[config.mk]
export PLATFORM = sky130hd
export DESIGN_NAME = serial_adder_ctrl
export DESIGN_NICKNAME = d
export VERILOG_FILES = /design/src/rtl/serial_adder_ctrl_pkg.sv /design/src/rtl/serial_adder_ctrl_fa.sv /design/src/rtl/serial_adder_ctrl.sv
export SDC_FILE = /design/constraint.sdc
export NUM_CORES = 1
export LEC_CHECK = 0
export ABC_AREA = 1
export BUFFER_PORTS_ARGS = -buffer_cell sky130_fd_sc_hd__buf_2
export CORE_MARGIN = 1.5
export CORE_UTILIZATION = 45
export DETAILED_ROUTE_END_ITERATION = 8
export PLACE_DENSITY = 0.67
export SYNTH_ARGS = -nofsm -noshare
export SYNTH_HDL_FRONTEND = slang
export SYNTH_SLANG_ARGS = --single-unit
export TNS_END_PERCENT = 100
[constraint.sdc]
create_clock -name clk -period 3.8 [get_ports clk]
set_clock_uncertainty 0.2 [all_clocks]
set_input_delay 0.57 -clock clk [delete_from_list [all_inputs] [get_ports clk]]
set_output_delay 0.57 -clock clk [all_outputs]
set_load 0.02 [all_outputs]
[src/rtl/serial_adder_ctrl_pkg.sv]
// Shared types for the bit-serial adder controller: FSM state encoding and
// counter sizing helper.
package serial_adder_ctrl_pkg;

    typedef enum logic [1:0] {
        ST_IDLE = 2'd0,
        ST_RUN  = 2'd1,
        ST_DONE = 2'd2
    } state_t;

    // Bit counter width; never below one bit so the counter is always a real vector.
    function automatic int cnt_width(input int width);
        return (width <= 2) ? 1 : $clog2(width);
    endfunction

endpackage

[src/rtl/serial_adder_ctrl_fa.sv]
// One-bit adder slice: half adder primitive and a full adder built from two of them.
// Purely combinational, zero latency, no flow control.
module ha (
    input  logic a,
    input  logic b,
    output logic s,
    output logic c
);
    assign s = a ^ b;
    assign c = a & b;
endmodule

module fa (
    input  logic a,
    input  logic b,
    input  logic cin,
    output logic s,
    output logic cout
);
    logic s0, c0, c1;

    ha u_ha0 (.a(a),  .b(b),   .s(s0), .c(c0));
    ha u_ha1 (.a(s0), .b(cin), .s(s),  .c(c1));

    assign cout = c0 | c1;
endmodule

[src/rtl/serial_adder_ctrl.sv]
// Bit-serial WIDTH-bit unsigned adder, one bit per clock, LSB first.
// Latency: WIDTH+1 edges from accepted start to done; one result per WIDTH+2 cycles.
// Backpressure: none; start is only sampled in IDLE, requests while busy are dropped.
module serial_adder_ctrl
    import serial_adder_ctrl_pkg::*;
#(
    parameter int WIDTH = 8
) (
    input  logic             clk,
    input  logic             rst_n,
    input  logic             start,
    input  logic [WIDTH-1:0] a,
    input  logic [WIDTH-1:0] b,
    output logic             busy,
    output logic             done,
    output logic [WIDTH-1:0] sum,
    output logic             cout
);
    localparam int CW = cnt_width(WIDTH);
    localparam logic [CW-1:0] LAST_BIT = CW'(WIDTH - 1);

    state_t           state, state_nxt;
    logic [WIDTH-1:0] ra, rb;
    logic [CW-1:0]    cnt;
    logic             carry;
    logic             slice_s, slice_c;
    logic             last_bit;

    fa u_fa (
        .a    (ra[0]),
        .b    (rb[0]),
        .cin  (carry),
        .s    (slice_s),
        .cout (slice_c)
    );

    assign last_bit = (cnt == LAST_BIT);

    always_ff @(posedge clk or negedge rst_n) begin
        if (!rst_n) state <= ST_IDLE;
        else        state <= state_nxt;
    end

    always_comb begin
        state_nxt = state;
        case (state)
            ST_IDLE: if (start) state_nxt = ST_RUN;
            ST_RUN:  if (last_bit) state_nxt = ST_DONE;
            ST_DONE: state_nxt = ST_IDLE;
            default: state_nxt = ST_IDLE;   // unused encoding recovers to IDLE
        endcase
    end

    always_ff @(posedge clk or negedge rst_n) begin
        if (!rst_n) begin
            ra    <= '0;
            rb    <= '0;
            cnt   <= '0;
            carry <= 1'b0;
            sum   <= '0;
            cout  <= 1'b0;
        end else begin
            if (state == ST_IDLE && start) begin
                ra    <= a;
                rb    <= b;
                cnt   <= '0;
                carry <= 1'b0;
            end else if (state == ST_RUN) begin
                ra    <= ra >> 1;
                rb    <= rb >> 1;
                sum   <= {slice_s, sum[WIDTH-1:1]};
                carry <= slice_c;
                cnt   <= cnt + 1'b1;
                if (last_bit) cout <= slice_c;
            end
        end
    end

    // Decoded straight from the state flop, so no input reaches these combinationally.
    assign busy = (state == ST_RUN);
    assign done = (state == ST_DONE);

endmodule

==> results of run 1 <==
-- registers in the layout, summed over array words and instances (netlist names) --
name and count:
carry 1, ra 8, cout 1, state 2
rb 8, cnt 3, sum 8
-- layer usage --
| layer | track usage, % | share of wire, % | up-vias |
|---|---|---|---|
| li1 | - | - | 553 |
| met5 | 0 | 0 | - |
| met4 | 11.0 | 2.9 | 0 |
| met2 | 29.7 | 49 | 35 |
| met3 | 5.36 | 6.0 | 10 |
| met1 | 20.1 | 42 | 522 |
-- cells by family after synthesis --
| logic type | Yosys count | synth area share [%] |
|---|---|---|
| simple gates | 90 | 29.8 |
| flops | 31 | 57.1 |
| buf+inv | 16 | 5.71 |
| compound gates | 11 | 4.05 |
| fa+ha+maj | 3 | 3.31 |
-- worst max-delay path, stage by stage (launching register included) --
cell     delay (ns)
dfrtp_1        0.43
inv_1          0.09
nor2_4         0.45
buf_2          0.27
-- area by class of cell --
| cell class | instances | area [sq um] |
|---|---|---|
| fillers | 276 | 1270 |
| flip-flops and latches | 31 | 776 |
| multi-input cells | 104 | 505 |
| repair buffers | 29 | 145 |
| clock buffers | 6 | 41.3 |
| well taps | 31 | 38.8 |
| inverters | 7 | 26.3 |
-- per-stage QoR --
| step | hold slack (ns) | cell area (sq um) | cells | util [%] | setup WS (ns) |
|---|---|---|---|---|---|
| 2_1_floorplan | 0.0744 | 1360 | 151 | - | 2.22 |
| 3_3_place_gp | 0.264 | 1490 | 202 | 53.2 | 1.85 |
| 3_5_place_dp | 0.283 | 1490 | 202 | 53.2 | 1.81 |
| 4_1_cts | 0.0976 | 1530 | 208 | 54.6 | 1.45 |
| 5_1_grt | 0.115 | 1530 | 208 | 54.6 | 1.33 |
| 6_report | 0.0757 | 1530 | 208 | 54.6 | 1.46 |
-- power groups by stage --
stage          sequential [mW]  combinational, mW  clock (mW)
6_report                 0.539              0.454       0.166
5_1_grt                  0.557              0.520       0.188
4_1_cts                  0.539              0.463       0.172
3_5_place_dp             0.544              0.460           0
3_3_place_gp             0.538              0.445           0
2_1_floorplan            0.582              0.310           0
-- worst max path at each step --
stage,from,to,slack (ns),cells past startpoint
after floorplan,state[0],busy,2.22,3
after global placement,state[0],busy,1.85,3
after detailed placement,state[0],busy,1.81,3
after CTS,state[0],busy,1.45,3
after global routing,state[0],busy,1.33,3
final,state[0],busy,1.46,3
-- cell usage after synthesis (all sizes together) --
| master | number |
|---|---|
| buf | 8 |
| clkbuf | 1 |
| dfrtp | 31 |
| fa | 1 |
| ha | 2 |
| inv | 7 |
| nand2 | 37 |
| nand3 | 48 |
| nor2 | 5 |
| o21ai | 11 |
==> reports/results.txt, run 1 <==
die footprint - 3360 sq um
Comb pwr share - 39.2%
clock buffer depth - 2
sw power - 0.483 mW
drt pass-1 iters - 6
clock power share - 14.4%
Port Buf Inserts - 29
I/O pin cnt - 30
Fmax - 0.428 GHz
crit end category - primary output
Maximum Capacitance Violations - 0
Synth Warn # - 0
total core area - 2810 sq um
# diodes - 0
Worst Setup Start Kind - flip-flop
required time of the critical path - 3.03 ns
Die Span Y - 58.0 um
area of the mapped netlist - 1360 sq um
r2r worst-path depth - 4
commonest non-fill, non-tap cell in the layout - nand3_1
average cell area after synthesis - 9.00 sq um
Slew Limit Fails - 0
row count - 19
Initial Utilization - 48.4%
CTS Buf Count - 5
crit-path max FO - 27
post-CTS sizing - 0
Period minus WS final - 2.34 ns
Leakage - 0.804 nW
CP arrival - 1.57 ns
H-tree level count - 2
Syn Nets - 173
wire per inst - 13.1 um
Reg-to-Reg End - cout
Final HPWL DP - 1.74 mm
Syn-to-layout area delta - 12.8%
cell-internal power - 0.676 mW
Reg power frac - 46.5%
worst reg-to-reg setup slack - 1.94 ns
Yosys top cell by area - dfrtp_1
P per Cell Area - 756 nW/um^2
Vias - 1,120
Root Buffer - clkbuf_4
vias in the first global route - 1,046
Post CTS Setup Buffer Count - 0
initial DRC count - 38
Synth area leaders - dfrtp_1 57%, nand3_1 18%, nand2_1 10%
Synth cell types - 12
worst reg2reg startpoint - state[1]
worst hold path class - primary input to async pin
WS Path Type - flip-flop to primary output
antenna violations before repair - 0
vias per cell - 5.38
Max IR drop VDD - 0.355 mV
number of synthesized register bits - 31
Setup Viol. Count Final - 0
sequential-to-total area share from yosys stat - 57.1%
DR DRC count - 0
global-route wire length before repair - 4.46 mm
Post-Syn Instances - 151
Reg clk slew, reported paths - 0.09 ns
largest net degree at the start of global routing - 32
Final Total Pwr - 1.16 mW
hold-fix buffers at CTS - 0
CTS tree - built
crit share post-route - 61.5%
most frequent cells in the layout - 48 x nand3_1, 37 x nand2_1, 31 x dfrtp_1
GP Congestion - 0.711
Max-slew headroom - 38.9%
remaining global-route overflow - 0
routed wire length - 2.72 mm
status - complete, no violations
top-area cell type share of the netlist area - 57.1%
RSZ-0062 raised after global routing - no
Final Hold Violating Endpoints - 0
share of layout cells above drive strength 1 - 19.8%
Nets - 200
Die Span X - 58.0 um
sw frac - 41.7%
Worst Max-Slew Pin Slew - 0.914 ns
CTS Sinks - 31
gr usage total - 17.9%
setup TNS - 0 ns
Clock Latency Late Sink - 0.32 ns
final antenna-violating net count - 0
Power figures use the tool's default switching activity.
==> run 2, diff against run 1 <==
- clock period: 3.8 -> 2.2 ns (I/O delays scaled with it)
==> run 2 against run 1 <==
- sequential share of layout area down 1.7 points
- via count increased by 3.3%
- global-route usage grew 0.63 points
- sequential power grew 73%
- combinational power rose by 82%
- routed wire length increased by 3.0%
- critical path depth unchanged
- largest cell class unchanged
==> reports/results.txt, run 2 (synthesis gave the netlist of run 1 again) <==
Die Span Y - 58.0 um (unchanged)
crit path launch - state[0]
setup TNS - 0 ns (unchanged)
Worst Setup Start Kind - flip-flop
Clock Latency Late Sink - 0.33 ns (about the same)
vias in the first global route - 1,059 (+1.2%)
Max-slew headroom - 53.0% (+14 points)
crit end category - primary output
Slew Limit Fails - 0 (unchanged)
Vias - 1,157 (+3.3%)
required time of the critical path - 1.67 ns (-1.36 ns)
final std cells w/o fill - 214 (+2.9%)
largest registers - ra: 8 flops, rb: 8 flops, sum: 8 flops
antenna violations before repair - 0 (unchanged)
worst reg-to-reg setup slack - 0.45 ns (-1.49 ns)
WS Path Type - flip-flop to primary output
total core area - 2810 sq um (unchanged)
Root Buffer - clkbuf_4
largest net degree at the start of global routing - 32 (unchanged)
status - complete, no violations
RSZ-0062 raised after global routing - no
DR DRC count - 0 (unchanged)
post-CTS sizing - 0 (unchanged)
Worst Max-Slew Pin Slew - 0.703 ns (-0.211 ns)
crit-path max FO - 16 (-41%)
share of layout cells above drive strength 1 - 20.8% (+0.99 points)
Reg clk slew, reported paths - 0.09 ns (about the same)
Syn-to-layout area delta - 16.7%
drt pass-1 iters - 6 (unchanged)
Leakage - 0.831 nW (+3.4%)
final antenna-violating net count - 0 (unchanged)
Final HPWL DP - 1.90 mm (+9.1%)
r2r worst-path depth - 5 (+1)
Max IR drop VDD - 0.586 mV (+65%)
CTS Buf Count - 5 (unchanged)
placed cell count - 205 (+1.5%)
design area - 1590 sq um (+3.4%)
remaining global-route overflow - 0 (unchanged)
wire per inst - 13.1 um (about the same)
row count - 19 (unchanged)
Maximum Capacitance Violations - 0 (unchanged)
Setup Viol. Count Final - 0 (unchanged)
Min Hold Slack - 0.0418 ns (-0.0340 ns)
gr usage total - 18.5% (+0.63 points)
crit share post-route - 87.6%
Final Hold Violating Endpoints - 0 (unchanged)
final core utilization - 56.5% (+1.9 points)
Port Buf Inserts - 29 (unchanged)
GP Congestion - 0.711 (about the same)
CTS tree - built
vias per cell - 5.41 (+0.41%)
worst reg2reg startpoint - state[1]
end of the critical path - busy
Reg-to-Reg End - rb[4]
routed wire length - 2.80 mm (+3.0%)
CTS Sinks - 31 (unchanged)
crit path setup slack, layout - 0.272 ns (-1.19 ns)
# diodes - 0 (unchanged)
H-tree level count - 2 (unchanged)
initial DRC count - 55 (+45%)
Die Span X - 58.0 um (unchanged)
pre-CTS setup slack - 0.426 ns (-1.38 ns)
Fmax - 0.519 GHz
post-placement cell area - 1510 sq um (+1.5%)
die footprint - 3360 sq um (unchanged)
I/O pin cnt - 30 (unchanged)
clock buffer depth - 2 (unchanged)
Nets - 206 (+3.0%)
Period minus WS final - 1.93 ns
CP arrival - 1.40 ns (-0.17 ns)
Final Total Pwr - 2.05 mW (+77%)
Initial Utilization - 48.4% (unchanged)
commonest non-fill, non-tap cell in the layout - nand3_1
P per Cell Area - 1290 nW/um^2 (+71%)
worst hold path class - primary input to flip-flop
global-route wire length before repair - 4.61 mm (+3.2%)
most frequent cells in the layout - 48 x nand3_1, 37 x nand2_1, 31 x dfrtp_1
-- run 2: metal layers --
layer	track usage (%)	wire length (um)	vias up
li1	-	-	565
met5	0	0	-
met3	4.69	154	5
met1	21.8	1240	551
met4	11.0	43	0
met2	30.5	1360	36
-- run 2: worst min-delay path by stage --
stage / end / cells past startpoint / slack (ns) / start
detailed placement: sum[5] / 1 / 0.21 / rst_n
finish: rb[0] / 3 / 0.04 / b[0]
global placement: sum[3] / 1 / 0.20 / rst_n
CTS: rb[2] / 3 / 0.04 / b[2]
global route: ra[0] / 3 / 0.05 / a[0]
floorplan: carry / 0 / -0.17 / rst_n
-- run 2: layout make-up --
cell class | count | area (sq um)
Clock buffer | 6 | 41.3
Sequential cell | 31 | 776
Multi-Input combinational cell | 104 | 505
Fill cell | 277 | 1220
Tap cell | 31 | 38.8
Timing Repair Buffer | 35 | 198
Inverter | 7 | 26.3
-- run 2: repair_timing --
action                     CTS  global route
hold endpoints to repair    33             0
setup endpoints to repair    0             0
setup buffers                0             0
hold buffers                 3             0
-- run 2: worst max-delay path, stage by stage (launching register included) --
cell,delay [ns]
dfrtp_1,0.43
inv_1,0.10
nor2_4,0.31
buf_2,0.24
-- run 2: power by group --
| part | switching [mW] | total [mW] | internal, mW |
|---|---|---|---|
| combinational | 0.536 | 0.827 | 0.292 |
| clock | 0.179 | 0.292 | 0.113 |
| sequential | 0.138 | 0.933 | 0.796 |
